$ cat src/rtl/trap_ctrl.sv
`default_nettype none
// ============================================================================
// Module   : trap_ctrl
// Purpose  : EX-stage trap sequencer. It captures, drains, commits to the CSR
//            file, and redirects fetch. Optional interrupts: TRAP_IRQ_EN.
// Revision : 1.0 - initial release
// ============================================================================
module trap_ctrl #(
  parameter logic [7:0] DRAIN_TIMEOUT = 8'd255
) (
  input  logic        clk,
  input  logic        rst,
  input  logic        ex_valid,
  input  logic [31:0] ex_pc,
  input  logic        exc_imisalign,
  input  logic        exc_illegal,
  input  logic        exc_ebreak,
  input  logic        exc_ecall,
  input  logic        exc_lmisalign,
  input  logic        exc_smisalign,
  input  logic        ex_mret,
  input  logic        ex_sret,
  input  logic [1:0]  current_priv,
  input  logic        mem_busy,
  input  logic [31:0] trap_vector,
  input  logic [31:0] ret_addr,
`ifdef TRAP_IRQ_EN
  input  logic        irq_ext,
  input  logic        irq_timer,
  input  logic        irq_enable,
`endif
  output logic        busy,
  output logic        stall,
  output logic        flush,
  output logic        trap_take,
  output logic        mret,
  output logic        sret,
  output logic [31:0] trap_pc,
  output logic [31:0] trap_cause,
  output logic        redirect_valid,
  output logic [31:0] redirect_pc
);

  localparam logic [1:0] c_IDLE     = 2'd0;
  localparam logic [1:0] c_DRAIN    = 2'd1;
  localparam logic [1:0] c_COMMIT   = 2'd2;
  localparam logic [1:0] c_REDIRECT = 2'd3;

  localparam logic [1:0] c_KIND_TRAP = 2'd0;
  localparam logic [1:0] c_KIND_MRET = 2'd1;
  localparam logic [1:0] c_KIND_SRET = 2'd2;

  logic [1:0]  r_state;
  logic [1:0]  r_kind;
  logic [7:0]  r_cnt;
  logic        w_event;
  logic [1:0]  w_kind;
  logic [31:0] w_cause;
  logic [31:0] w_target;

  // Priority decode; an xRET from an insufficient privilege becomes illegal.
  always_comb begin
    w_event = 1'b1;
    w_kind  = c_KIND_TRAP;
    w_cause = 32'd0;
    if (exc_imisalign) begin
      w_cause = 32'd0;
    end else if (exc_illegal) begin
      w_cause = 32'd2;
    end else if (exc_ebreak) begin
      w_cause = 32'd3;
    end else if (exc_ecall) begin
      w_cause = {28'd0, 2'b10, current_priv};
    end else if (exc_lmisalign) begin
      w_cause = 32'd4;
    end else if (exc_smisalign) begin
      w_cause = 32'd6;
`ifdef TRAP_IRQ_EN
    end else if (irq_enable && irq_ext) begin
      w_cause = 32'h8000_000B;
    end else if (irq_enable && irq_timer) begin
      w_cause = 32'h8000_0007;
`endif
    end else if (ex_mret) begin
      if (current_priv == 2'b11) w_kind  = c_KIND_MRET;
      else                       w_cause = 32'd2;
    end else if (ex_sret) begin
      if (current_priv != 2'b00) w_kind  = c_KIND_SRET;
      else                       w_cause = 32'd2;
    end else begin
      w_event = 1'b0;
    end
  end

  always_comb begin
    w_target = ret_addr;
    if (r_kind == c_KIND_TRAP) begin
      w_target = trap_vector & 32'hFFFF_FFFC;
`ifdef TRAP_IRQ_EN
      if (trap_vector[1:0] == 2'b01 && trap_cause[31])
        w_target = (trap_vector & 32'hFFFF_FFFC) + {25'd0, trap_cause[4:0], 2'b00};
`endif
    end
  end

  always_ff @(posedge clk or posedge rst) begin
    if (rst) begin
      r_state     <= c_IDLE;
      r_kind      <= c_KIND_TRAP;
      r_cnt       <= 8'd0;
      trap_pc     <= 32'd0;
      trap_cause  <= 32'd0;
      redirect_pc <= 32'd0;
    end else begin
      case (r_state)
        c_IDLE: begin
          if (ex_valid && w_event) begin
            trap_pc    <= ex_pc;
            trap_cause <= w_cause;
            r_kind     <= w_kind;
            r_cnt      <= 8'd0;
            r_state    <= c_DRAIN;
          end
        end
        c_DRAIN: begin
          if (!mem_busy || r_cnt == DRAIN_TIMEOUT) r_state <= c_COMMIT;
          else                                     r_cnt   <= r_cnt + 8'd1;
        end
        c_COMMIT: begin
          redirect_pc <= w_target;
          r_state     <= c_REDIRECT;
        end
        default: r_state <= c_IDLE;
      endcase
    end
  end

  // Strobes decode straight from state so an async reset kills them at once.
  always_comb begin
    busy           = (r_state != c_IDLE);
    stall          = busy;
    flush          = busy;
    trap_take      = (r_state == c_COMMIT) && (r_kind == c_KIND_TRAP);
    mret           = (r_state == c_COMMIT) && (r_kind == c_KIND_MRET);
    sret           = (r_state == c_COMMIT) && (r_kind == c_KIND_SRET);
    redirect_valid = (r_state == c_REDIRECT);
  end

endmodule
`default_nettype wire

$ cat config.mk
export PLATFORM = sky130hd
export DESIGN_NAME = trap_ctrl
export DESIGN_NICKNAME = d
export VERILOG_FILES = /design/src/rtl/trap_ctrl.sv
export SDC_FILE = /design/constraint.sdc
export NUM_CORES = 1
export LEC_CHECK = 0
export ABC_AREA = 0
export CAP_MARGIN = 20
export CORE_UTILIZATION = 23
export DETAILED_ROUTE_END_ITERATION = 10
export PLACE_DENSITY = 0.64
export REMOVE_ABC_BUFFERS = 1
export SLEW_MARGIN = 40
export SYNTH_ARGS = -nofsm -noshare
export SYNTH_HDL_FRONTEND = slang
export SYNTH_SLANG_ARGS = --single-unit
$ cat constraint.sdc
create_clock -name clk -period 2.7 [get_ports clk]
set_clock_uncertainty 0.1 [all_clocks]
set_input_delay 0.54 -clock clk [delete_from_list [all_inputs] [get_ports clk]]
set_output_delay 0.54 -clock clk [all_outputs]
set_load 0.005 [all_outputs]
==> results of run 1 <==
[routing by layer]
layer	part of all wire	vias up	wire, um	global-route usage
met5	0	-	0	0
li1	-	1545	-	-
met2	0.47	156	4671	0.1855
met4	0.023	0	225	0.05685
met3	0.092	17	912	0.04575
met1	0.41	1470	4109	0.1354
[synth_stat cells (all sizes together)]
master | n | area share
o2111ai | 1 | 0.0023
ha | 5 | 0.016
a2111oi | 1 | 0.0023
and2 | 3 | 0.0048
nand4 | 5 | 0.0081
or3 | 1 | 0.0016
o22ai | 5 | 0.0081
a21oi | 32 | 0.041
nand4bb | 1 | 0.0029
buf | 40 | 0.075
conb | 1 | 0.00097
o21ai | 5 | 0.0074
nor3 | 2 | 0.0026
nand2b | 3 | 0.0048
a221oi | 4 | 0.0090
nand3 | 4 | 0.0052
nand2 | 17 | 0.016
a211oi | 3 | 0.0058
or4 | 2 | 0.0039
o31a | 1 | 0.0023
inv | 12 | 0.012
o32a | 1 | 0.0026
o211a | 1 | 0.0026
o211ai | 1 | 0.0055
o31ai | 2 | 0.0039
clkbuf | 8 | 0.0077
o41ai | 1 | 0.0023
mux2 | 35 | 0.10
nor2 | 36 | 0.035
dfrtp | 80 | 0.52
mux2i | 34 | 0.088
a21o | 1 | 0.0023
[stage by stage]
step           cell area (um^2)  cells  utilization  setup TNS (ns)
2_1_floorplan              3657    327            -          -8.994
3_3_place_gp               5926    747       0.3586          -1.374
3_5_place_dp               5926    747       0.3586          -1.455
4_1_cts                    6233    763       0.3772               0
5_1_grt                    6233    763       0.3772               0
6_report                   6233    763       0.3772               0
[cell families after synthesis]
kind of cell	after synthesis
adders and majority gates	5
DFF	80
muxes	69
and+or+nand+nor	74
AOI/OAI and AO/OA	59
buffers and inverters	60
other	1
[final timing paths]
path	from	end	slack, ns	cells past startpoint
setup reg to reg	r_state[1]$_DFFE_PP0P_	r_cnt[0]$_DFFE_PP0P_	0.50	6
min in group asynchronous	rst	trap_pc[31]$_DFFE_PP0P_	0.51	3
max in group asynchronous	rst	redirect_pc[1]$_DFFE_PP0P_	1.65	3
hold reg to reg	trap_cause[0]$_DFFE_PP0P_	trap_cause[0]$_DFFE_PP0P_	0.40	2
hold / removal	trap_cause[0]$_DFFE_PP0P_	trap_cause[0]$_DFFE_PP0P_	0.40	2
setup / recovery	r_state[0]$_DFFE_PP0P_	sret	0.30	5
[power breakdown]
group          internal, mW  switching [mW]
registers              1.72           0.282
clock network         0.769           0.502
logic                  1.57           0.955
[registers in the layout (all words and copies together) (netlist names)]
register and flops:
r_kind 2, r_cnt 8, r_state 2, trap_cause 4, redirect_pc 32, trap_pc 32
[worst max-delay path, cell delays in order (launching register included)]
cell                              delay (ns)
sky130_fd_sc_hd__dfrtp_1                0.41
sky130_fd_sc_hd__inv_1                  0.10
sky130_fd_sc_hd__ha_2                   0.20
sky130_fd_sc_hd__nand2_1                0.06
sky130_fd_sc_hd__nor2_1                 0.14
sky130_fd_sc_hd__clkdlybuf4s50_1        0.52
[final cells by class]
type / instances / share of cell area
clock inverters: 4 / 0.008230
inverters: 12 / 0.007427
flip-flops and latches: 80 / 0.3212
multi-input cells: 235 / 0.2599
repair buffers: 200 / 0.3179
well taps: 220 / 0.04416
clock buffers: 12 / 0.04115
[cell usage in the layout (no fill, tap or decap), drive strengths merged]
cell and n:
o211a 1, nand4bb 1, o21ai 5, a2111oi 1, o2111ai 1, or4 2
o41ai 1, clkdlybuf4s50 182, inv 12, ha 5, a211oi 3, clkinv 2
mux2i 34, nand3 4, nand4 5, o22ai 5, o31ai 2, nand2 17
or3 1, o211ai 1, clkinvlp 1, a21oi 32, o31a 1, conb 28
a21o 1, o32a 1, nand2b 3, nor2 36, clkbuf 12, buf 18
and2 3, nor3 2, bufinv 1, a221oi 4, mux2 35, dfrtp 80
==> flow_summary.json, run 1 <==
{
  "status": "finished clean",
  "critical_path_peak_fanout": 4,
  "grt_max_degree": 81,
  "post_cts_hold_buffer_count": 0,
  "ir_drop_worst_vdd_mv": 0.5213,
  "clock_tree.root_cell": "sky130_fd_sc_hd__clkbuf_16",
  "final.fill_count": 1607,
  "routabilityCongestion": 0.8237,
  "mappedNetlistArea_mm2": 0.003877,
  "yosysSeqAreaShare": 0.5163,
  "worst_setup_path_end_kind": "output port",
  "drv.max_cap_violation_count": 0,
  "detailedRoute.firstPassIterationCount": 4,
  "num_io_pins": 213,
  "hold-worst-slack_ns": 0.3964,
  "cts_post_setup_buffers_inserted": 0,
  "final.period_utilization": 0.8893,
  "worst-endpoint-arrival_ns": 1.76,
  "coreArea_mm2": 0.01652,
  "wl_mm": 9.919,
  "cts.clk_slew.worst_paths_ns": 0.06,
  "synth_simple_gate_area_frac": 0.08519,
  "register_area_mm2": 0.002002,
  "yosysWarningCount": 0,
  "leakagePower_nw": 2.767,
  "clock_tree.htree_level_count": 3,
  "placement.setup.worst_slack_ns": -0.06142,
  "global_route.usage.total": 0.1160,
  "post_drt_wl_per_cell_um": 13.00,
  "worst_slack_ns": 0.2988,
  "fp-row-count": 47,
  "timing_worst_slew_pin_value_ns": 0.6221,
  "initial_utilization": 0.2346,
  "first_pass_grt_wire_length_mm": 15.86,
  "die_width_um": 131.8,
  "critical_path_required_ns": 2.06,
  "cts_tree": "done",
  "route.detailed.vias_per_inst": 4.178,
  "worst_slew_margin_rel": 0.5746,
  "max-clock-path-buffers": 2,
  "ys_seq_elements": 80,
  "critical_path.startpoint_type": "register",
  "die_h_um": 131.8,
  "floorplan.die_area_mm2": 0.01738,
  "area_delta_synth_final_pct": 60.76,
  "final_max_slew_viol_count": 0,
  "postRouteAntennaNets": 0,
  "multi_input_comb_area_mm2": 0.001620,
  "synthXorXnorAreaFrac": 0,
  "rsz0062_at_grt": "false",
  "max_clock_freq_mhz": 416.5,
  "route.detailed.drc": 0,
  "synth_fa_ha_area_frac": 0.01613,
  "detailedPlacementHpwl_mm": 7.310,
  "grt_remaining_overflow": 0,
  "drive_above_1_share": 0.1363,
  "number_of_hold_slack_violations_in_the_final_timing_report": 0,
  "layout.nets": 653,
  "worstSetupPathType": "register to output port",
  "count_of_inserted_antenna_diode_cells": 0,
  "route.vias.total": 3188,
  "cts_made_buffers": 9,
  "clk-insertion-delay-late_ns": 0.34,
  "cts_resized": 0,
  "synth.area.mux_share": 0.1894,
  "worst_hold_path_type": "register to register",
  "drtIter0Drc": 64,
  "cts_sink_count": 80,
  "setup_viol": 0,
  "power_density_mw_per_mm2": 930.7,
  "port-buffer-count": 182,
  "antenna_found_initial": 0,
  "post_synth_inst_count": 348,
  "syn_area_per_cell_um2": 11.14,
  "grt_pass1_vias": 3257,
  "post_layout_minimum_cycle_time_ns": 2.401,
  "power.total_mw": 5.801,
  "synth-compound-area-share": 0.09745,
  "number_of_different_library_cells_in_the_post_synthesis_netlist": 37,
  "combinational_family_with_the_most_area_after_synthesis": "multiplexers"
}
Note: power is estimated with default switching activity, not from simulation.
==> run 2: changes to the inputs <==
--- a/config.mk
+++ b/config.mk
@@ -8,6 +8,7 @@
 export ABC_AREA = 0
 export CAP_MARGIN = 20
 export CORE_UTILIZATION = 23
+export CTS_CLUSTER_DIAMETER = 80
 export DETAILED_ROUTE_END_ITERATION = 10
 export PLACE_DENSITY = 0.64
 export REMOVE_ABC_BUFFERS = 1
==> results of run 2 <==
Same layout as run 1: the final DEF is identical, and so are final timing and power.
